[src/rtl/loadarch_restore_seq.sv]
// Arch-state restore sequencer: turns a loadarch snapshot word stream into ordered
// register-write commands and holds the core in reset until the writes drain and the checksum matches.
//
// state     | meaning
// ----------+----------------------------------------------------------
// S_IDLE    | waiting for start, core held in reset
// S_LOAD    | accepting snapshot words, issuing one write per word
// S_CHECK   | waiting for the checksum word
// S_DRAIN   | checksum good, last write command still outstanding
// S_RELEASE | counting down the release delay
// S_DONE    | core released, restore complete
// S_ERROR   | checksum, prv or timeout failure; core stays in reset
module loadarch_restore_seq #(
   parameter int FPR_EN         = 1,
   parameter int RELEASE_DELAY  = 16,
   parameter int TIMEOUT_CYCLES = 0
) (
   input  logic        clock,
   input  logic        reset,
   input  logic        start,
   input  logic        in_valid,
   output logic        in_ready,
   input  logic [63:0] in_data,
   output logic        wr_valid,
   input  logic        wr_ready,
   output logic [1:0]  wr_kind,
   output logic [11:0] wr_addr,
   output logic [63:0] wr_data,
   output logic        core_reset_n,
   output logic        busy,
   output logic        done,
   output logic        error,
   output logic [1:0]  error_code,
   output logic [6:0]  words_accepted
);

   localparam logic [6:0]  LAST_IDX = (FPR_EN != 0) ? 7'd85 : 7'd53;
   localparam logic [7:0]  REL_LOAD = 8'(RELEASE_DELAY);
   localparam logic [31:0] TO_LOAD  = 32'(TIMEOUT_CYCLES);
   localparam bit          TO_EN    = (TIMEOUT_CYCLES != 0);

   typedef enum logic [2:0] {
      S_IDLE, S_LOAD, S_CHECK, S_DRAIN, S_RELEASE, S_DONE, S_ERROR
   } state_t;

   state_t      state;
   logic [6:0]  idx;
   logic [63:0] acc;
   logic [31:0] idle_cnt;
   logic [7:0]  rel_cnt;
   logic        wr_free;
   logic        accept;
   logic        prv_bad;
   logic        timeout_hit;

   function automatic logic [13:0] slot_of(input logic [6:0] i);
      logic [6:0] r;
      r       = 7'd0;
      slot_of = 14'd0;
      case (i)
         7'd0:  slot_of = {2'd3, 12'h000};
         7'd1:  slot_of = {2'd3, 12'h001};
         7'd2:  slot_of = {2'd0, 12'h003};
         7'd3:  slot_of = {2'd0, 12'h105};
         7'd4:  slot_of = {2'd0, 12'h140};
         7'd5:  slot_of = {2'd0, 12'h141};
         7'd6:  slot_of = {2'd0, 12'h142};
         7'd7:  slot_of = {2'd0, 12'h143};
         7'd8:  slot_of = {2'd0, 12'h180};
         7'd9:  slot_of = {2'd0, 12'h300};
         7'd10: slot_of = {2'd0, 12'h302};
         7'd11: slot_of = {2'd0, 12'h303};
         7'd12: slot_of = {2'd0, 12'h304};
         7'd13: slot_of = {2'd0, 12'h305};
         7'd14: slot_of = {2'd0, 12'h340};
         7'd15: slot_of = {2'd0, 12'h341};
         7'd16: slot_of = {2'd0, 12'h342};
         7'd17: slot_of = {2'd0, 12'h343};
         7'd18: slot_of = {2'd0, 12'h344};
         7'd19: slot_of = {2'd0, 12'hB00};
         7'd20: slot_of = {2'd0, 12'hB02};
         7'd21: slot_of = {2'd3, 12'h002};
         7'd22: slot_of = {2'd3, 12'h003};
         default: begin
            if (i <= 7'd53) begin
               r       = i - 7'd22;
               slot_of = {2'd1, 5'd0, r};
            end else begin
               r       = i - 7'd54;
               slot_of = {2'd2, 5'd0, r};
            end
         end
      endcase
   endfunction

   // The single write-command register frees up in the same cycle it is accepted downstream.
   assign wr_free        = !wr_valid || wr_ready;
   assign in_ready       = (state == S_LOAD) ? wr_free : (state == S_CHECK);
   assign busy           = (state == S_LOAD) || (state == S_CHECK) ||
                           (state == S_DRAIN) || (state == S_RELEASE);
   assign accept         = in_valid && in_ready;
   assign prv_bad        = (in_data[1:0] == 2'd2) || (in_data[63:2] != 62'd0);
   assign timeout_hit    = TO_EN && !accept && (idle_cnt == 32'd1);
   assign words_accepted = idx;

   always_ff @(posedge clock or negedge reset) begin
      if (!reset) begin
         state        <= S_IDLE;
         idx          <= 7'd0;
         acc          <= 64'd0;
         idle_cnt     <= 32'd0;
         rel_cnt      <= 8'd0;
         wr_valid     <= 1'b0;
         wr_kind      <= 2'd0;
         wr_addr      <= 12'd0;
         wr_data      <= 64'd0;
         core_reset_n <= 1'b0;
         done         <= 1'b0;
         error        <= 1'b0;
         error_code   <= 2'd0;
      end else begin
         if (wr_valid && wr_ready) wr_valid <= 1'b0;
         case (state)
            S_IDLE, S_DONE, S_ERROR: begin
               if (start) begin
                  state        <= S_LOAD;
                  idx          <= 7'd0;
                  acc          <= 64'd0;
                  idle_cnt     <= TO_LOAD;
                  core_reset_n <= 1'b0;
                  done         <= 1'b0;
                  error        <= 1'b0;
                  error_code   <= 2'd0;
               end
            end
            S_LOAD: begin
               if (accept) begin
                  idle_cnt <= TO_LOAD;
                  if (idx == 7'd1 && prv_bad) begin
                     error      <= 1'b1;
                     error_code <= 2'd2;
                     state      <= S_ERROR;
                  end else begin
                     wr_valid           <= 1'b1;
                     {wr_kind, wr_addr} <= slot_of(idx);
                     wr_data            <= in_data;
                     acc                <= acc ^ in_data;
                     idx                <= idx + 7'd1;
                     if (idx == LAST_IDX) state <= S_CHECK;
                  end
               end else if (timeout_hit) begin
                  error      <= 1'b1;
                  error_code <= 2'd3;
                  state      <= S_ERROR;
               end else if (idle_cnt != 32'd0) begin
                  idle_cnt <= idle_cnt - 32'd1;
               end
            end
            S_CHECK: begin
               if (accept) begin
                  if (in_data != acc) begin
                     error      <= 1'b1;
                     error_code <= 2'd1;
                     state      <= S_ERROR;
                  end else if (wr_free) begin
                     // Last write drains on this edge, so the release delay starts now.
                     state   <= S_RELEASE;
                     rel_cnt <= REL_LOAD;
                  end else begin
                     state <= S_DRAIN;
                  end
               end else if (timeout_hit) begin
                  error      <= 1'b1;
                  error_code <= 2'd3;
                  state      <= S_ERROR;
               end else if (idle_cnt != 32'd0) begin
                  idle_cnt <= idle_cnt - 32'd1;
               end
            end
            S_DRAIN: begin
               if (wr_free) begin
                  state   <= S_RELEASE;
                  rel_cnt <= REL_LOAD;
               end
            end
            S_RELEASE: begin
               if (rel_cnt <= 8'd1) begin
                  core_reset_n <= 1'b1;
                  done         <= 1'b1;
                  state        <= S_DONE;
               end else begin
                  rel_cnt <= rel_cnt - 8'd1;
               end
            end
            default: state <= S_IDLE;
         endcase
      end
   end

endmodule

[config.mk]
export PLATFORM = sky130hd
export DESIGN_NAME = loadarch_restore_seq
export DESIGN_NICKNAME = d
export VERILOG_FILES = /design/src/rtl/loadarch_restore_seq.sv
export SDC_FILE = /design/constraint.sdc
export NUM_CORES = 1
export LEC_CHECK = 0
export ABC_AREA = 1
export BUFFER_PORTS_ARGS = -buffer_cell sky130_fd_sc_hd__buf_4
export CORE_MARGIN = 10
export CORE_UTILIZATION = 50
export DETAILED_ROUTE_END_ITERATION = 7
export GPL_ROUTABILITY_DRIVEN = 1
export GPL_TIMING_DRIVEN = 0
export PLACE_DENSITY = 0.77
export SLEW_MARGIN = 20
export SYNTH_ARGS = -nofsm -noshare
export SYNTH_HDL_FRONTEND = slang
export SYNTH_SLANG_ARGS = --single-unit
export TNS_END_PERCENT = 20
[constraint.sdc]
create_clock -name clock -period 3 [get_ports clock]
set_clock_uncertainty 0.1 [all_clocks]
set_input_delay 0.15 -clock clock [delete_from_list [all_inputs] [get_ports clock]]
set_output_delay 0.15 -clock clock [all_outputs]
set_load 0.01 [all_outputs]
; ---- After elaboration in Yosys (flattened, before gate mapping)
; Cells that the tools add are included.
[op_classes]
eq_ne = 42
shifts = 0
n_lt_le_gt_ge = 2
bitwise_logic = 2
addsub = 4
mux = 44
n_reduce_logical = 23
n_div = 0
mul = 0
[op_table]
columns = op, count
row1 = case mux 14 bit (23 select lines), 1
row2 = 2-to-1 mux 64 bit, 3
row3 = case mux 64 bit (2 select lines), 1
row4 = inequality test 64 bit, 1
row5 = bitwise XOR 64 bit, 1
row6 = nonzero test 62 bit, 1
row7 = "== test 7 x 4 -> 1 bit, second input constant", 8
row8 = "== test 7 x 5 -> 1 bit, second input constant", 7
row9 = 2-to-1 mux 8 bit, 4
row10 = "== test 7 x 3 -> 1 bit, second input constant", 4
row11 = 2-to-1 mux 3 bit, 9
row12 = case mux 8 bit (3 select lines), 1
row13 = 2-to-1 mux 7 bit, 3
row14 = case mux 3 bit (5 select lines), 1
row15 = "== test 7 x 2 -> 1 bit, second input constant", 2
row16 = 2-to-1 mux 14 bit, 1
row17 = "inequality test 2 bit, second input constant", 7
row18 = case mux 7 bit (2 select lines), 1
row19 = AND reduction 6 bit, 2
row20 = 2-to-1 mux 1 bit, 11
row21 = 2-to-1 mux 2 bit, 5
row22 = "== test 3 bit, second input constant", 3
row23 = "less-or-equal comparator 8 x 1 -> 1 bit, second input constant", 1
row24 = AND reduction 4 bit, 2
row25 = 25 further kinds, 37
[totals]
latch_bits = 0
n_memories = 0
wordCells = 128
romBits = 0
out_inout_bits = 93
input_bits = 69
ramBits = 0
ff_bits = 165

; ---- Logic depth before layout (Yosys ltp)
; Gate-level depths: netlist (run 1).
[depth]
depth_word = 6
ltp_mapped = 13
ltp_nobuf = 13

; ---- Least setup slack after synthesis (run 1)
; Ideal clock, no wire load.
[synth_path]
path_type = register -> register
startpoint = reg idx[1] (netlist: words_accepted[1])
endpoint = reg acc[10]
required_time_ps = 2817
arrival_ps = 1894
stages_incl_launch_ff = 11
path_buffers = 1
path_slack_ps = 923
setup_time_ps = 83
synth_period_minus_slack_ps = 2077
cell_sequence = dfrtp_1 -> inv_1 -> ha_1 -> nand2_1 -> nor2_1 -> nand2_2 -> nand2_1 -> nor2_2 -> clkbuf_1 -> nand2_1 -> o21ai_0
[synth_via]
elab_chain_len = 4
[synth_rtl]
columns = element, line
row1 = start: declaration, 47  ; logic [6:0] idx;
row2 = start signal: assignment, 148  ; idx <= idx + 7'd1;
row3 = == test 7 x 1 -> 1 bit, -
row4 = logical AND 1 bit, 139  ; if (idx == 7'd1 && prv_bad) begin
row5 = inequality test 2 bit (no source line), -
row6 = AND reduction 4 bit (no source line), -
row7 = end signal: assignment, 147  ; acc <= acc ^ in_data;
row8 = end: declaration, 48  ; logic [63:0] acc;
; No other way between the ends.
; A chain may end at the register's enable or synchronous reset.

; ---- Final worst setup path (run 1)
[layout_path]
startpoint = reg idx[1] (netlist: words_accepted[1])
endpoint = reg wr_data[41]
[layout_via]
elab_chain_len = 4
[layout_rtl]
columns = element, line
row1 = == test 7 x 1 -> 1 bit, -
row2 = logical AND 1 bit, 139
row3 = inverter 1 bit (no source line), -
row4 = AND reduction 3 bit (no source line), -
row5 = end signal: assignment, 146  ; wr_data <= in_data;
row6 = end: declaration, 28  ; output logic [63:0] wr_data,
; No other way between the ends.

==> results of run 1 <==
-- cell type report --
cell class	count	area, sq um	share of cell area (%)
antenna	2	5.00	0.0439
clock buffer	18	439	3.85
clock inverter	14	173	1.51
tap	220	275	2.41
inverter	139	522	4.58
sequential	164	4100	36.0
buffer	35	199	1.74
timing repair buffer	227	1900	16.6
multi-input combinational	849	3790	33.2
-- layer usage --
| metal | up-vias | track usage (%) |
|---|---|---|
| li1 | 4176 | - |
| met1 | 3925 | 29.9 |
| met2 | 283 | 38.2 |
| met3 | 24 | 6.71 |
| met4 | 0 | 5.68 |
| met5 | - | 0 |
-- power by group through the flow --
stage / sequential [uW] / combinational [uW] / clock (uW)
3_5_place_dp: 3580 / 4720 / 0
5_1_grt: 3670 / 5410 / 2420
6_report: 3570 / 4820 / 2290
2_1_floorplan: 3720 / 2630 / 0
4_1_cts: 3560 / 4820 / 2320
3_3_place_gp: 3560 / 4620 / 0
-- worst paths after layout --
check	end	slack (ns)	cells past startpoint	start
worst min register to register	rel_cnt[7]	0.37	2	rel_cnt[7]
max in group asynchronous	wr_data[54]	1.73	3	reset
worst max-delay path	wr_data[41]	0.15	10	words_accepted[1]
worst max register to register	wr_data[41]	0.15	10	words_accepted[1]
worst min-delay path	acc[61]	0.02	5	in_data[61]
min in group asynchronous	wr_data[14]	0.18	2	reset
-- tightest hold or removal path, stage by stage --
cell and delay [ns]:
buf_4 0.11, nand2_1 0.05, nand2_1 0.06, nand2_1 0.06
o21ai_0 0.07
-- state kept, by name, summed over array words and instances (netlist names) --
signal,cells
acc,64
done,1
error,1
error_code,2
rel_cnt,8
state,3
words_accepted,7
wr_addr,11
wr_data,64
wr_kind,2
wr_valid,1
-- cells by family (layout without fill, tap and decap cells) --
kind of cell | count (synthesis) | count (layout)
xor gates and xnor gates | 33 | 33
other | 1 | 3
buffers and inverters | 174 | 433
DFF | 164 | 164
AOI/OAI and AO/OA | 135 | 135
adders and majority gates | 8 | 8
and+or+nand+nor | 672 | 672
-- synth_stat cells, drive strengths merged, types with 3 or more instances --
| cell type | number |
|---|---|
| a21oi | 6 |
| buf | 20 |
| clkbuf | 15 |
| dfrtp | 164 |
| ha | 8 |
| inv | 138 |
| nand2 | 474 |
| nand3 | 56 |
| nand4 | 12 |
| nor2 | 114 |
| nor3 | 8 |
| nor4 | 3 |
| o21ai | 121 |
| o22ai | 5 |
| or2 | 3 |
| xnor2 | 3 |
| xor2 | 30 |
-- timing repair --
| item | 4_1_cts | 5_1_grt |
|---|---|---|
| hold buffers | 66 | 0 |
| endpoints found under the hold margin | 180 | 0 |
| endpoints found under the setup margin | 0 | 50 |
| gates resized for setup | 0 | 7 |
-- cells in the final DEF, fill, tap and decap left out, types with 2 or more instances in the layout --
cell / count
o21ai_0: 60
nand2_2: 3
inv_2: 5
clkbuf_2: 3
o22ai_1: 5
clkinvlp_4: 2
bufinv_16: 3
inv_6: 5
clkinv_2: 3
inv_1: 133
nand4_1: 12
clkbuf_16: 17
buf_2: 12
nand3_2: 2
nor3_2: 2
nor3_1: 6
diode_2: 2
ha_1: 8
xor2_1: 30
dlygate4sd3_1: 66
xnor2_1: 3
nor2_1: 112
buf_6: 5
nand2_1: 471
or2_2: 2
clkbuf_1: 12
nor2_4: 2
o21ai_1: 61
nand3_1: 54
nor4_1: 3
dfrtp_1: 164
a21oi_1: 5
buf_4: 162
-- metrics by stage --
step	hold slack [ns]	area (sq um)	power [uW]	setup slack, ns	instances
finish	0.0216	11400	10700	0.151	1668
global placement	0.284	10100	8180	0.0822	1567
CTS	0.00836	11400	10700	0.00478	1666
floorplan	-0.246	8600	6360	0.923	1187
detailed placement	0.0558	10100	8300	0.0900	1568
global route	0.0730	11400	11500	0.00815	1668
==> results.json, run 1 <==
{
  "grt_pass1_wl_microns": 42400,
  "arrival_ns": 3.09,
  "final-hold-violation-count": 0,
  "dominantRegCellSynth": "dfrtp_1",
  "first_pass_iters": 5,
  "p_per_area_nw_per_um2": 937,
  "synth_edf_count": 0,
  "grt-ovfl-total": 0,
  "root_buffer": "clkbuf_16",
  "fmax_mhz": 351,
  "postLayoutCoreUtil_pct": 68.3,
  "wl_met3_microns": 1920,
  "grt_max_degree": 95,
  "worst_pin_slew_ns": 0.666,
  "p_comb_share_pct": 45.2,
  "end_kind": "register",
  "wire_per_inst_microns": 15.8,
  "slew_viol_final": 0,
  "crit_path_start_kind": "register",
  "grt_pass1_vias": 8348,
  "dpl.hpwl_microns": 18600,
  "cts_made_buffers": 17,
  "die_x_microns": 151,
  "ys_ff_latch": 164,
  "worstSetupPathType": "register to register",
  "ir_worst_vdd_mv": 0.641,
  "hp-class": "input pin to register",
  "synth_top_family_by_area": "simple AND/OR/NAND/NOR gates",
  "nets": 1510,
  "vias": 8408,
  "die-area_sq_um": 22900,
  "min_period_ns": 2.85,
  "highest-signal-layer": "met4",
  "ioPinCount": 162,
  "synth-xor-area-share_pct": 3.36,
  "slowest_delay_ns": 0.44,
  "cts_num_sinks": 164,
  "gp_congestion": 0.915,
  "wirelength_microns": 26300,
  "port-buffer-count": 160,
  "ys_seq_area_share_pct": 47.7,
  "drtIter0Drc": 532,
  "syn2layout_area_growth_pct": 32.5,
  "finalSetupViolations": 0,
  "p_int_uw": 6200,
  "fin_crit_sh_pct": 95.0,
  "synth_fp_nets": 1264,
  "yosys.area.top_type_share_pct": 47.7,
  "synthSimpleGateAreaFrac_pct": 31.3,
  "drive_gt1_share_pct": 16.1,
  "p_switching_uw": 4480,
  "insertion_delay_ns": 0.43,
  "timing.critical_path.buf_inv": 3,
  "met2_wirelength_microns": 12600,
  "power_frac_seq_pct": 33.4,
  "grt_usage_pct": 23.4,
  "pwr-share-clk_pct": 21.4,
  "num_rows": 47,
  "crit_path_top_delay_cell": "dfrtp_1",
  "clkTransAtPathRegs_ns": 0.07,
  "drv_cap": 0,
  "drc": 0,
  "synth_area_leaders": "dfrtp_1, nand2_1, inv_1, nor2_1, o21ai_1",
  "fill_cells": 1372,
  "critPathRequiredTime_ns": 3.25,
  "post_cts_buffers": 0,
  "outcome": "complete, no violations",
  "leakage_uw": 0.00610,
  "yosysWarnings": 0,
  "cp_max_fo": 10,
  "via_per_inst": 5.04,
  "rsz0062_at_grt": "no",
  "synth_area_per_cell_sq_um": 7.25,
  "cts_tree": "yes",
  "yosys.area.top_type": "dfrtp_1",
  "crit_family": "simple AND/OR/NAND/NOR gates",
  "muxShareOfSynthArea_pct": 0,
  "synthCells": 1187,
  "wl_met1_microns": 11400,
  "htreeDepth": 4,
  "ys_types": 35,
  "relSlewSlack_pct": 55.6,
  "floorplan.die.height_microns": 151,
  "synth_fa_ha_area_share_pct": 1.16,
  "synthArstFlopShare_pct": 100,
  "synth_area_sq_um": 8600,
  "crit_top_cell": "nand2_1",
  "synth_compound_area_share_pct": 8.13,
  "antenna_found_initial": 2,
  "cts_max_path_buffers": 2,
  "ant_nets": 0,
  "p_sw_share_pct": 42.0,
  "core_area_sq_um": 16700,
  "finalSetupTns_ns": 0,
  "start_util_pct": 51.5,
  "path_cells": "inv_1, ha_1, nand2_1, nor2_1, nand2_2, nand3_2, buf_4, buf_2, nand2_1, o21ai_1"
}
(Power assumes the default switching activity.)
==> run 2: changes to the inputs <==
==> constraint.sdc (replaced) <==
create_clock -name clock -period 3 [get_ports clock]
set_clock_uncertainty 0.1 [all_clocks]
set_input_delay 0.3 -clock clock [delete_from_list [all_inputs] [get_ports clock]]
set_output_delay 0.3 -clock clock [all_outputs]
set_load 0.01 [all_outputs]
==> results.json, run 2 (synthesized netlist as in run 1, its figures left out) <==
{
  "drive_gt1_share_pct": 16.7,
  "min_period_ns": 2.85,
  "port-buffer-count": 160,
  "grt_pass1_wl_microns": 40500,
  "finalWorstSetupSlack_ns": 0.148,
  "wire_per_inst_microns": 15.7,
  "arrival_ns": 3.10,
  "worstSetupPathType": "register to register",
  "dpl.hpwl_microns": 18600,
  "ioPinCount": 162,
  "critPathRequiredTime_ns": 3.25,
  "drv_cap": 0,
  "ant_nets": 0,
  "outcome": "complete, no violations",
  "r2r_slack_ns": 0.15,
  "grt_pass1_vias": 7947,
  "rsz0062_at_grt": "no",
  "start_util_pct": 51.5,
  "drc": 0,
  "syn2layout_area_growth_pct": 25.2,
  "relSlewSlack_pct": 54.3,
  "p_per_area_nw_per_um2": 981,
  "via_per_inst": 5.07,
  "grt-ovfl-total": 0,
  "leakage_uw": 0.00583,
  "cts_num_sinks": 164,
  "cts_max_path_buffers": 2,
  "place_area_sq_um": 10100,
  "nets": 1448,
  "first_pass_iters": 5,
  "layout_commonest_cell": "nand2_1",
  "vias": 8132,
  "clkTransAtPathRegs_ns": 0.07,
  "root_buffer": "clkbuf_16",
  "ir_worst_vdd_mv": 0.604,
  "post_cts_buffers": 0,
  "slew_viol_final": 0,
  "gp_congestion": 0.915,
  "crit_path_start_kind": "register",
  "cp_max_fo": 10,
  "antenna_found_initial": 1,
  "mostFrequentLayoutCells": "nand2_1, dfrtp_1, buf_4, inv_1, nor2_1",
  "wirelength_microns": 25200,
  "cts_made_buffers": 17,
  "worst_pin_slew_ns": 0.685,
  "finalSetupTns_ns": 0,
  "finalSetupViolations": 0,
  "die_x_microns": 151,
  "htreeDepth": 4,
  "end_kind": "register",
  "core_area_sq_um": 16700,
  "die-area_sq_um": 22900,
  "fin_crit_sh_pct": 95.1,
  "fmax_mhz": 351,
  "insertion_delay_ns": 0.43,
  "final_area_sq_um": 10800,
  "holdWs_ns": 0.0142,
  "pre_cts_slack_ns": 0.00975,
  "grt_max_degree": 95,
  "cts_tree": "yes",
  "floorplan.die.height_microns": 151,
  "drtIter0Drc": 487,
  "final-hold-violation-count": 0,
  "num_rows": 47,
  "hp-class": "input pin to register",
  "grt_usage_pct": 22.4,
  "reg_top3": "acc (64), wr_data (64), wr_addr (11)"
}
-- run 2: stage by stage --
step / power [uW] / utilization [%] / cells
after floorplan: 6360 / - / 1187
after global placement: 8180 / 60.4 / 1567
after detailed placement: 8300 / 60.6 / 1568
after CTS: 10600 / 64.5 / 1604
after global routing: 11400 / 64.5 / 1605
final: 10600 / 64.5 / 1605
-- run 2: layout make-up --
type	instances	area (sq um)
clock buffers	18	439
inverters	139	522
clock inverters	14	173
diodes	1	2.50
flip-flops and latches	164	4100
fillers	1476	5920
well taps	220	275
repair buffers	165	1280
plain buffers	35	196
multi-input cells	849	3790
-- run 2: layer usage --
layer | track usage [%] | part of all wire, %
met1 | 29.2 | 43
met2 | 35.4 | 46
met3 | 6.62 | 8.1
met4 | 6.26 | 2.0
met5 | 0 | 0
-- run 2: timing repair --
action	4_1_cts	5_1_grt
hold endpoints to repair	73	0
hold buffers	4	0
resized for setup	0	3
endpoints found under the setup margin	0	33
-- run 2: worst max-delay path, stage by stage (launching register included) --
cell	delay, ns
dfrtp_1	0.44
inv_1	0.19
ha_1	0.26
nand2_1	0.11
nor2_1	0.37
nand2_2	0.28
nand3_2	0.27
buf_4	0.27
buf_2	0.29
nand2_1	0.09
o21ai_1	0.10
-- run 2: final timing paths --
kind / startpoint / end / cells past startpoint
min reg2reg: rel_cnt[7] / rel_cnt[7] / 2
max in group asynchronous: reset / acc[56] / 3
max: words_accepted[1] / wr_data[41] / 10
min in group asynchronous: reset / wr_data[14] / 2
max reg2reg: words_accepted[1] / wr_data[41] / 10
min: in_data[47] / wr_data[47] / 3
-- run 2: where the power goes --
part           switching [uW]  internal (uW)  leakage [uW]  total, uW
Sequential                519           3040       0.00218       3560
Clock                     943           1340      0.000298       2290
Combinational            2970           1760       0.00335       4720
==> run 3: changes to the inputs <==
--- a/config.mk
+++ b/config.mk
@@ -12,7 +12,7 @@
 export DETAILED_ROUTE_END_ITERATION = 7
 export GPL_ROUTABILITY_DRIVEN = 1
 export GPL_TIMING_DRIVEN = 0
-export PLACE_DENSITY = 0.77
+export PLACE_DENSITY_LB_ADDON = 0.08
 export SLEW_MARGIN = 20
 export SYNTH_ARGS = -nofsm -noshare
 export SYNTH_HDL_FRONTEND = slang
==> results.json, run 3 (synthesized netlist as in run 1, its figures left out) <==
{
  "first_pass_iters": 5,
  "cp_max_fo": 10,
  "mostFrequentLayoutCells": "nand2_1, dfrtp_1, buf_4, inv_1, nor2_1",
  "worstSetupPathType": "input pin to register",
  "num_rows": 47,
  "holdWs_ns": 0.0356,
  "root_buffer": "clkbuf_16",
  "drc": 0,
  "fin_crit_sh_pct": 92.1,
  "grt_pass1_vias": 7906,
  "timing.rr.end": "wr_addr[9]",
  "cts_made_buffers": 17,
  "layout_commonest_cell": "nand2_1",
  "diodes": 0,
  "leakage_uw": 0.00585,
  "reg_top3": "acc (64), wr_data (64), wr_addr (11)",
  "crit_path_start_kind": "input pin",
  "rsz0062_at_grt": "no",
  "cts_tree": "yes",
  "arrival_ns": 3.04,
  "final-hold-violation-count": 0,
  "grt_usage_pct": 22.1,
  "drtIter0Drc": 556,
  "drive_gt1_share_pct": 16.9,
  "grt-ovfl-total": 0,
  "ant_nets": 0,
  "place_area_sq_um": 10100,
  "grt_pass1_wl_microns": 40000,
  "ir_worst_vdd_mv": 0.574,
  "reg2reg_from": "words_accepted[1]",
  "die-area_sq_um": 22900,
  "min_period_ns": 2.76,
  "fmax_mhz": 362,
  "multi_input_area_sq_um": 3790,
  "cts_num_sinks": 164,
  "relSlewSlack_pct": 58.6,
  "clkTransAtPathRegs_ns": 0.07,
  "antenna_found_initial": 0,
  "core_area_sq_um": 16700,
  "vias": 8124,
  "outcome": "complete, no violations",
  "post_cts_buffers": 0,
  "dpl.hpwl_microns": 18500,
  "nets": 1451,
  "die_x_microns": 151,
  "htreeDepth": 4,
  "fill_cells": 1498,
  "drv_cap": 0,
  "syn2layout_area_growth_pct": 25.7,
  "insertion_delay_ns": 0.43,
  "wire_per_inst_microns": 15.5,
  "ioPinCount": 162,
  "finalSetupViolations": 0,
  "grt_max_degree": 97,
  "via_per_inst": 5.06,
  "hp-class": "input pin to register",
  "floorplan.die.height_microns": 151,
  "p_per_area_nw_per_um2": 970,
  "port-buffer-count": 160,
  "reg2reg_depth": 10,
  "critPathRequiredTime_ns": 3.27,
  "wirelength_microns": 25000,
  "end_kind": "register",
  "gp_congestion": 0.947,
  "critPathLaunch": "in_data[39]",
  "final_area_sq_um": 10800,
  "register_area_sq_um": 4100,
  "postLayoutCoreUtil_pct": 64.7,
  "worst_pin_slew_ns": 0.621,
  "cp-endpoint": "acc[42]",
  "r2r_slack_ns": 0.33,
  "start_util_pct": 51.5,
  "cts_max_path_buffers": 2,
  "slew_viol_final": 0
}
run 3: cell types whose count changed in the layout (fill, tap and decap cells not counted), sizes merged:
cell and delta:
bufinv -1, diode -1, clkbuf +2, buf +1, inv +2, clkinv -3, dlygate4sd3 +2
run 3: per-stage QoR:
stage | total power (uW) | instances | setup TNS (ns) | worst slack (ns)
CTS | 10600 | 1607 | 0 | 0.0348
finish | 10500 | 1607 | 0 | 0.236
global route | 11300 | 1607 | 0 | 0.00738
detailed placement | 8280 | 1569 | -0.124 | -0.0733
global placement | 8180 | 1567 | -0.155 | -0.0465
floorplan | 6360 | 1187 | 0 | 0.923
run 3: critical path, cell delays in order:
cell and delay, ns:
dlygate4sd3_1 0.56, buf_4 0.16, nor2_1 0.08, nand3_1 0.07
nor2_1 0.14, nand2_1 0.12, nor2_1 0.13, nand2_1 0.11
nand2_2 0.24, nand2_1 0.21, nor2_4 0.32, clkbuf_1 0.41
nand2_1 0.11, nand2_1 0.08
run 3: per-layer routing:
layer	GRT usage, %	share of wire (%)	vias to the layer above	wire, microns
met3	7.55	8.4	21	2090
met5	0	0	-	0
met2	34.6	46	259	11500
li1	-	-	4059	-
met1	29.0	45	3785	11100
met4	5.34	0.99	0	248
run 3: report_power, final:
group          switching, uW  internal, uW
combinational           2920          1760
sequential               530          3040
clock                    945          1290
run 3: layout make-up:
type | count | share of cell area (%)
buffer | 35 | 1.84
timing repair buffer | 168 | 12.2
sequential | 164 | 38.0
inverter | 139 | 4.83
tap | 220 | 2.55
clock inverter | 12 | 1.31
multi-input combinational | 849 | 35.1
clock buffer | 20 | 4.22
run 3: repair_timing:
item                                    CTS  global route
endpoints found under the setup margin    1            56
hold buffers                              6             0
hold endpoints to repair                102             0
resized for setup                         1             6
run 3: worst min-delay path by stage:
stage,slack [ns],from,cells past startpoint,end
6_report,0.04,in_data[58],3,wr_data[58]
2_1_floorplan,-0.1,reset,0,acc[0]
5_1_grt,0.04,in_data[14],3,wr_data[14]
3_3_place_gp,0.36,rel_cnt[7],2,rel_cnt[7]
3_5_place_dp,-0.02,reset,1,wr_data[14]
4_1_cts,0.02,in_data[58],3,wr_data[58]
